==> src/rtl/uart_reg_responder.sv <==
// Byte-command register responder behind a UART: 'W' addr data writes, 'R' addr reads,
// and each command gets exactly one reply byte.
module uart_reg_responder #(
    parameter int TIMEOUT_CYC = 100000
) (
    input  logic       clk,
    input  logic       reset,
    input  logic       rx_rdy,
    input  logic [7:0] rx_data,
    input  logic       tx_busy,
    output logic       tx_wr,
    output logic [7:0] tx_data,
    output logic [7:0] reg0_out,
    output logic       cmd_err
);

    localparam int            TW       = (TIMEOUT_CYC > 1) ? $clog2(TIMEOUT_CYC) : 1;
    localparam logic [TW-1:0] TMO_LAST = TW'(TIMEOUT_CYC - 1);
    localparam logic [7:0]    OP_W     = 8'h57;
    localparam logic [7:0]    OP_R     = 8'h52;
    localparam logic [7:0]    RSP_BAD  = 8'h3F;
    localparam logic [7:0]    RSP_ADDR = 8'h21;
    localparam logic [7:0]    RSP_OK   = 8'h4B;

    typedef enum logic [2:0] {
        S_IDLE, S_GET_ADDR, S_GET_DATA, S_EXEC, S_SEND, S_WAIT_HI, S_WAIT_LO
    } state_t;

    state_t         r_state, w_next;
    logic           r_rx_rdy_d;
    logic           r_is_wr;
    logic           r_bad_op;
    logic [7:0]     r_addr;
    logic [7:0]     r_wdata;
    logic [7:0]     r_tx_data;
    logic [TW-1:0]  r_tmo_cnt;
    logic [7:0]     r_regs [16];

    logic           w_accept;
    logic           w_addr_bad;
    logic           w_tmo_hit;
    logic           w_do_write;
    logic           w_collecting;
    logic [7:0]     w_rsp;

    // A held rx_rdy level is one byte: only the low-to-high transition is taken.
    assign w_accept     = rx_rdy & ~r_rx_rdy_d;
    assign w_addr_bad   = |r_addr[7:4];
    assign w_tmo_hit    = (r_tmo_cnt == TMO_LAST);
    assign w_collecting = (r_state == S_GET_ADDR) || (r_state == S_GET_DATA);
    assign w_do_write   = (r_state == S_EXEC) && r_is_wr && !r_bad_op && !w_addr_bad;
    assign tx_data      = r_tx_data;
    assign reg0_out     = r_regs[0];

    always_comb begin
        w_rsp = r_regs[r_addr[3:0]];
        if (r_bad_op)        w_rsp = RSP_BAD;
        else if (w_addr_bad) w_rsp = RSP_ADDR;
        else if (r_is_wr)    w_rsp = RSP_OK;
    end

    always_ff @(posedge clk) begin
        if (!reset) r_state <= S_IDLE;
        else        r_state <= w_next;
    end

    // NOTE: every output of this block is assigned a default first, so no path can infer a latch.
    always_comb begin
        w_next  = r_state;
        tx_wr   = 1'b0;
        cmd_err = 1'b0;
        unique case (r_state)
            S_IDLE: begin
                if (w_accept) w_next = (rx_data == OP_W || rx_data == OP_R) ? S_GET_ADDR : S_EXEC;
            end
            S_GET_ADDR: begin
                if (w_accept)       w_next = r_is_wr ? S_GET_DATA : S_EXEC;
                else if (w_tmo_hit) w_next = S_IDLE;
            end
            S_GET_DATA: begin
                if (w_accept)       w_next = S_EXEC;
                else if (w_tmo_hit) w_next = S_IDLE;
            end
            S_EXEC: begin
                cmd_err = r_bad_op | w_addr_bad;
                w_next  = S_SEND;
            end
            S_SEND: begin
                if (!tx_busy) begin
                    tx_wr  = 1'b1;
                    w_next = S_WAIT_HI;
                end
            end
            S_WAIT_HI: if (tx_busy)  w_next = S_WAIT_LO;
            S_WAIT_LO: if (!tx_busy) w_next = S_IDLE;
            default:   w_next = S_IDLE;
        endcase
    end

    // NOTE: non-blocking assignments throughout, so every register samples pre-edge values.
    always_ff @(posedge clk) begin
        if (!reset) begin
            r_rx_rdy_d <= 1'b0;
            r_is_wr    <= 1'b0;
            r_bad_op   <= 1'b0;
            r_addr     <= '0;
            r_wdata    <= '0;
            r_tx_data  <= '0;
            r_tmo_cnt  <= '0;
            // NOTE: the register file is cleared on reset because its contents are readable right after.
            for (int i = 0; i < 16; i++) r_regs[i] <= '0;
        end else begin
            r_rx_rdy_d <= rx_rdy;
            if (r_state == S_IDLE && w_accept) begin
                r_is_wr  <= (rx_data == OP_W);
                r_bad_op <= !(rx_data == OP_W || rx_data == OP_R);
            end
            if (r_state == S_GET_ADDR && w_accept) r_addr  <= rx_data;
            if (r_state == S_GET_DATA && w_accept) r_wdata <= rx_data;
            if (r_state == S_EXEC)                 r_tx_data <= w_rsp;
            if (w_do_write)                        r_regs[r_addr[3:0]] <= r_wdata;
            if (w_accept || !w_collecting) r_tmo_cnt <= '0;
            else                           r_tmo_cnt <= r_tmo_cnt + TW'(1);
        end
    end

endmodule

==> config.mk <==
export PLATFORM = sky130hd
export DESIGN_NAME = uart_reg_responder
export DESIGN_NICKNAME = d
export VERILOG_FILES = /design/src/rtl/uart_reg_responder.sv
export SDC_FILE = /design/constraint.sdc
export NUM_CORES = 1
export LEC_CHECK = 0
export BUFFER_PORTS_ARGS = -buffer_cell sky130_fd_sc_hd__buf_2
export CAP_MARGIN = 25
export CORE_UTILIZATION = 27
export CTS_CLUSTER_SIZE = 20
export DETAILED_ROUTE_END_ITERATION = 8
export PLACE_DENSITY_LB_ADDON = 0.12
export SETUP_SLACK_MARGIN = 0.1
export SYNTH_ARGS = -nofsm -noshare
export SYNTH_HDL_FRONTEND = slang
export SYNTH_SLANG_ARGS = --single-unit
export TNS_END_PERCENT = 5
==> constraint.sdc <==
create_clock -name clk -period 7.1 [get_ports clk]
set_input_delay 1.42 -clock clk [delete_from_list [all_inputs] [get_ports clk]]
set_output_delay 1.42 -clock clk [all_outputs]
set_load 0.005 [all_outputs]
==> parameters.txt <==
Parameter                              Value

Outcome
  Outcome    completed

Synthesis
  Netlist area before placement    0.00815 mm^2
  Post-Syn Area per Cell    12.8 um^2
  Most common cell in the netlist    sky130_fd_sc_hd__and2_1
  Post-synth EDFFs    128
  Distinct cell type count of the synthesized netlist    47
  Most used flip-flop cell after synthesis    sky130_fd_sc_hd__edfxtp_1
  Main area contributors after synthesis    sky130_fd_sc_hd__edfxtp_1 (47%), sky130_fd_sc_hd__dfxtp_1 (13%), sky130_fd_sc_hd__and2_1 (10%)
  Gate count after technology mapping    638
  Fraction of synthesis flops using an asynchronous set or reset pin    0%
  Share of the yosys chip area belonging to registers    59.7%
  Total number of yosys warnings    0
  Share of the synthesized area in the top cell type    47.1%
  Most used standard cells in the synthesized netlist    sky130_fd_sc_hd__and2_1 (131), sky130_fd_sc_hd__edfxtp_1 (128), sky130_fd_sc_hd__nor2_1 (56), sky130_fd_sc_hd__dfxtp_1 (51), sky130_fd_sc_hd__mux2i_1 (29)
  Synthesized netlist net count    651
  Area leader, netlist    sky130_fd_sc_hd__edfxtp_1
  Number of flip-flops and latches in the synthesized netlist    179

Setup path
  Cell family with the largest share of critical-path delay    compound AO/OA/AOI/OAI gates
  Classification of the worst setup path    in -> reg
  Number of cells on the critical path    5
  Number of buffer and inverter instances along the worst setup path    2
  Highest-delay cell along the critical path    sky130_fd_sc_hd__o21ai_0
  CP Launch Type    input pin
  Required time of the worst setup path    7.15 ns
  Critical path peak fanout    31
  Cells along the critical path    buf_2 > buf_4 > nand2_1 > or4_1 > o21ai_0
  Kind of end point of the critical path    register
  Largest stage delay on the critical path    0.87 ns
  Worst endpoint data arrival time    3.44 ns
  Number of cells on the worst reg-to-reg path    3

Die
  Die area    0.0309 mm^2
  Floorplan row count    63
  Num ports    30
  Overall die width    176 um
  Starting Density    27.5%
  Vertical extent of the die    176 um
  Floorplan core area    0.0296 mm^2

Place
  DP Cell Count    1029
  Hpwl dp    15300 um
  Worst setup slack before clock tree synthesis    3.22 ns
  Final GP Congestion    0.763
  Total of buffers placed on input and output ports    29

CTS
  Post-cts hold buffer count    0
  Number of buffers added by the clock tree synthesis step    17
  Clock tree root driver cell    sky130_fd_sc_hd__clkbuf_16
  Number of setup buffers added after CTS    0
  Clock tree from TritonCTS    yes
  Sinks on the clock net    179
  Insertion delay of the later-clocked pin in the worst-skew pair    0.43 ns
  Clk buf depth    2
  Count of instances resized after the clock tree is built    0
  Clock transition at the register clock pins on the worst setup and hold paths after CTS    0.07 ns
  CTS H-tree lvls    4

Global routing
  Wire length of the first global-routing pass    33500 um
  Via count of the first global-routing pass    5135
  Overflow left after global routing    0
  Number of antenna violations at the first check in global routing    1
  Total track usage    15.2%
  Largest net degree at the start of global routing    35

Drt
  Average vias per placed instance    4.74
  DRC viols    0
  Count of TritonRoute iterations in the first routing pass    5
  Routed vias    5063
  Routed wire length    22200 um
  DRC violation total after the first TritonRoute iteration    297
  Detailed-route wire length per cell    20.8 um
  Number of antenna-violating nets in the routed design    0

Flow run
  Max Cap Violations    0

Power and ir drop
  Combinational share of power    11.2%
  Switching share of total power    26.3%
  Power per standard cell area    267 mW/mm^2
  Part of the total power dissipated in sequential elements    49.7%
  Static Leak    3.16 nW
  Design Power    2.50 mW
  VDD IR max    0.160 mV
  Share of power burned in the clock network    39.1%
  Cell internal power dissipation    1.84 mW
  Sw Pwr    658 uW

STA
  Setup repair after global routing missed its margin    false
  Number of setup violations in the final report    0
  Post-layout min period    3.40 ns
  Worst slew margin    29.2%
  Skew final    0.0220 ns
  Tcrit/Tclk final    47.9%
  Final hold vios    0
  Final number of max-transition violations    0
  Top achievable clock speed    0.294 GHz
  Worst Max-Slew Pin Slew    1.05 ns
  Aggregate negative setup slack    0 ns
  Fin Hold WS    0.450 ns
  Setup slack of the critical path after layout    3.70 ns

Min path
  Number of cells on the worst hold path    1
  Worst min-delay path class    reg -> reg

Layout
  Fill cell total of the finished layout    2956
  Register area    0.00487 mm^2
  Area growth from synthesis to layout    14.8%
  Area used by multi-input combinational logic    0.00312 mm^2
  Share of layout cells above drive strength 1    17.4%
  NumNets Final    677
  Layout Cells excl Fill    1068
==> area by class of cell <==
class / instances / area share, %
Antenna cell: 1 / 0.0267
Clock buffer: 18 / 4.59
Clock inverter: 14 / 1.85
Inverter: 8 / 0.321
Multi-Input combinational cell: 414 / 33.4
Sequential cell: 179 / 52.0
Tap cell: 390 / 5.21
Timing Repair Buffer: 44 / 2.65
==> cell usage in the layout, fill, tap and decap left out, types with 3 or more instances in the layout <==
cell type,instances
sky130_fd_sc_hd__inv_1,8
sky130_fd_sc_hd__nor2_1,56
sky130_fd_sc_hd__nand2_1,16
sky130_fd_sc_hd__nor4bb_1,4
sky130_fd_sc_hd__nand3_1,8
sky130_fd_sc_hd__buf_2,32
sky130_fd_sc_hd__a22oi_1,4
sky130_fd_sc_hd__o22ai_1,3
sky130_fd_sc_hd__or4_1,5
sky130_fd_sc_hd__a21oi_1,11
sky130_fd_sc_hd__inv_6,5
sky130_fd_sc_hd__bufinv_16,3
sky130_fd_sc_hd__nor4_1,10
sky130_fd_sc_hd__mux2_2,6
sky130_fd_sc_hd__edfxtp_1,128
sky130_fd_sc_hd__o21ai_0,19
sky130_fd_sc_hd__mux2i_1,29
sky130_fd_sc_hd__nor3_1,8
sky130_fd_sc_hd__buf_4,9
sky130_fd_sc_hd__nand2b_1,13
sky130_fd_sc_hd__and2_1,131
sky130_fd_sc_hd__clkbuf_16,17
sky130_fd_sc_hd__o211ai_1,3
sky130_fd_sc_hd__nor3_2,4
sky130_fd_sc_hd__or3_1,5
sky130_fd_sc_hd__dfxtp_1,50
sky130_fd_sc_hd__nand4_1,6
sky130_fd_sc_hd__nor2b_1,6
sky130_fd_sc_hd__mux4_2,28
sky130_fd_sc_hd__xnor2_1,11
==> per-layer routing <==
layer / vias up / share of wire (%) / track usage, %
li1: 2379 / - / -
met1: 2577 / 47 / 20.3
met2: 93 / 50 / 25.3
met3: 14 / 2.4 / 1.97
met4: 0 / 1.3 / 4.93
met5: - / 0 / 0
==> power by group through the flow <==
stage          clock network [mW]  logic (mW)  registers (mW)
2_1_floorplan                   0       0.217            1.21
3_3_place_gp                    0       0.276            1.27
3_5_place_dp                    0       0.280            1.27
4_1_cts                     0.998       0.282            1.24
5_1_grt                      1.04       0.308            1.25
6_report                    0.977       0.281            1.24
==> worst register-to-register path, stage by stage (launching register included) <==
cell and delay (ns):
sky130_fd_sc_hd__dfxtp_1 0.53, sky130_fd_sc_hd__nand4bb_1 0.40, sky130_fd_sc_hd__or4_1 0.65, sky130_fd_sc_hd__o21ai_0 0.87
==> final timing paths <==
kind / startpoint / slack, ns / end
min reg2reg: r_tmo_cnt[0] / 0.45 / r_tmo_cnt[0]
max: reset / 3.70 / r_regs[1][1]
min: r_tmo_cnt[0] / 0.45 / r_tmo_cnt[0]
max reg2reg: r_state[1] / 4.28 / r_regs[1][1]
==> state kept, by name, summed over array words and instances, names as in the netlist, named ones only <==
| signal | cells |
|---|---|
| r_rx_rdy_d | 1 |
| r_is_wr | 1 |
| r_tmo_cnt | 17 |
| r_regs | 128 |
| r_bad_op | 1 |
| r_addr | 8 |
| tx_data | 8 |
| r_wdata | 8 |
| r_state | 3 |
==> metrics by stage <==
step / utilization [%] / area, um^2
2_1_floorplan: - / 8150
3_3_place_gp: 29.4 / 8720
3_5_place_dp: 29.4 / 8720
4_1_cts: 31.4 / 9320
5_1_grt: 31.6 / 9360
6_report: 31.6 / 9360
==> cell families (layout without fill, tap and decap cells) <==
logic type,after synthesis,in the layout,synth area share [%]
other cells,0,1,0
xor+xnor,13,13,1.40
fa+ha+maj,1,1,0.153
simple gates,288,288,21.0
flops,179,179,59.7
buf+inv,45,84,2.13
compound gates,49,49,3.58
mux,63,63,12.1
(Power assumes the default switching activity.)
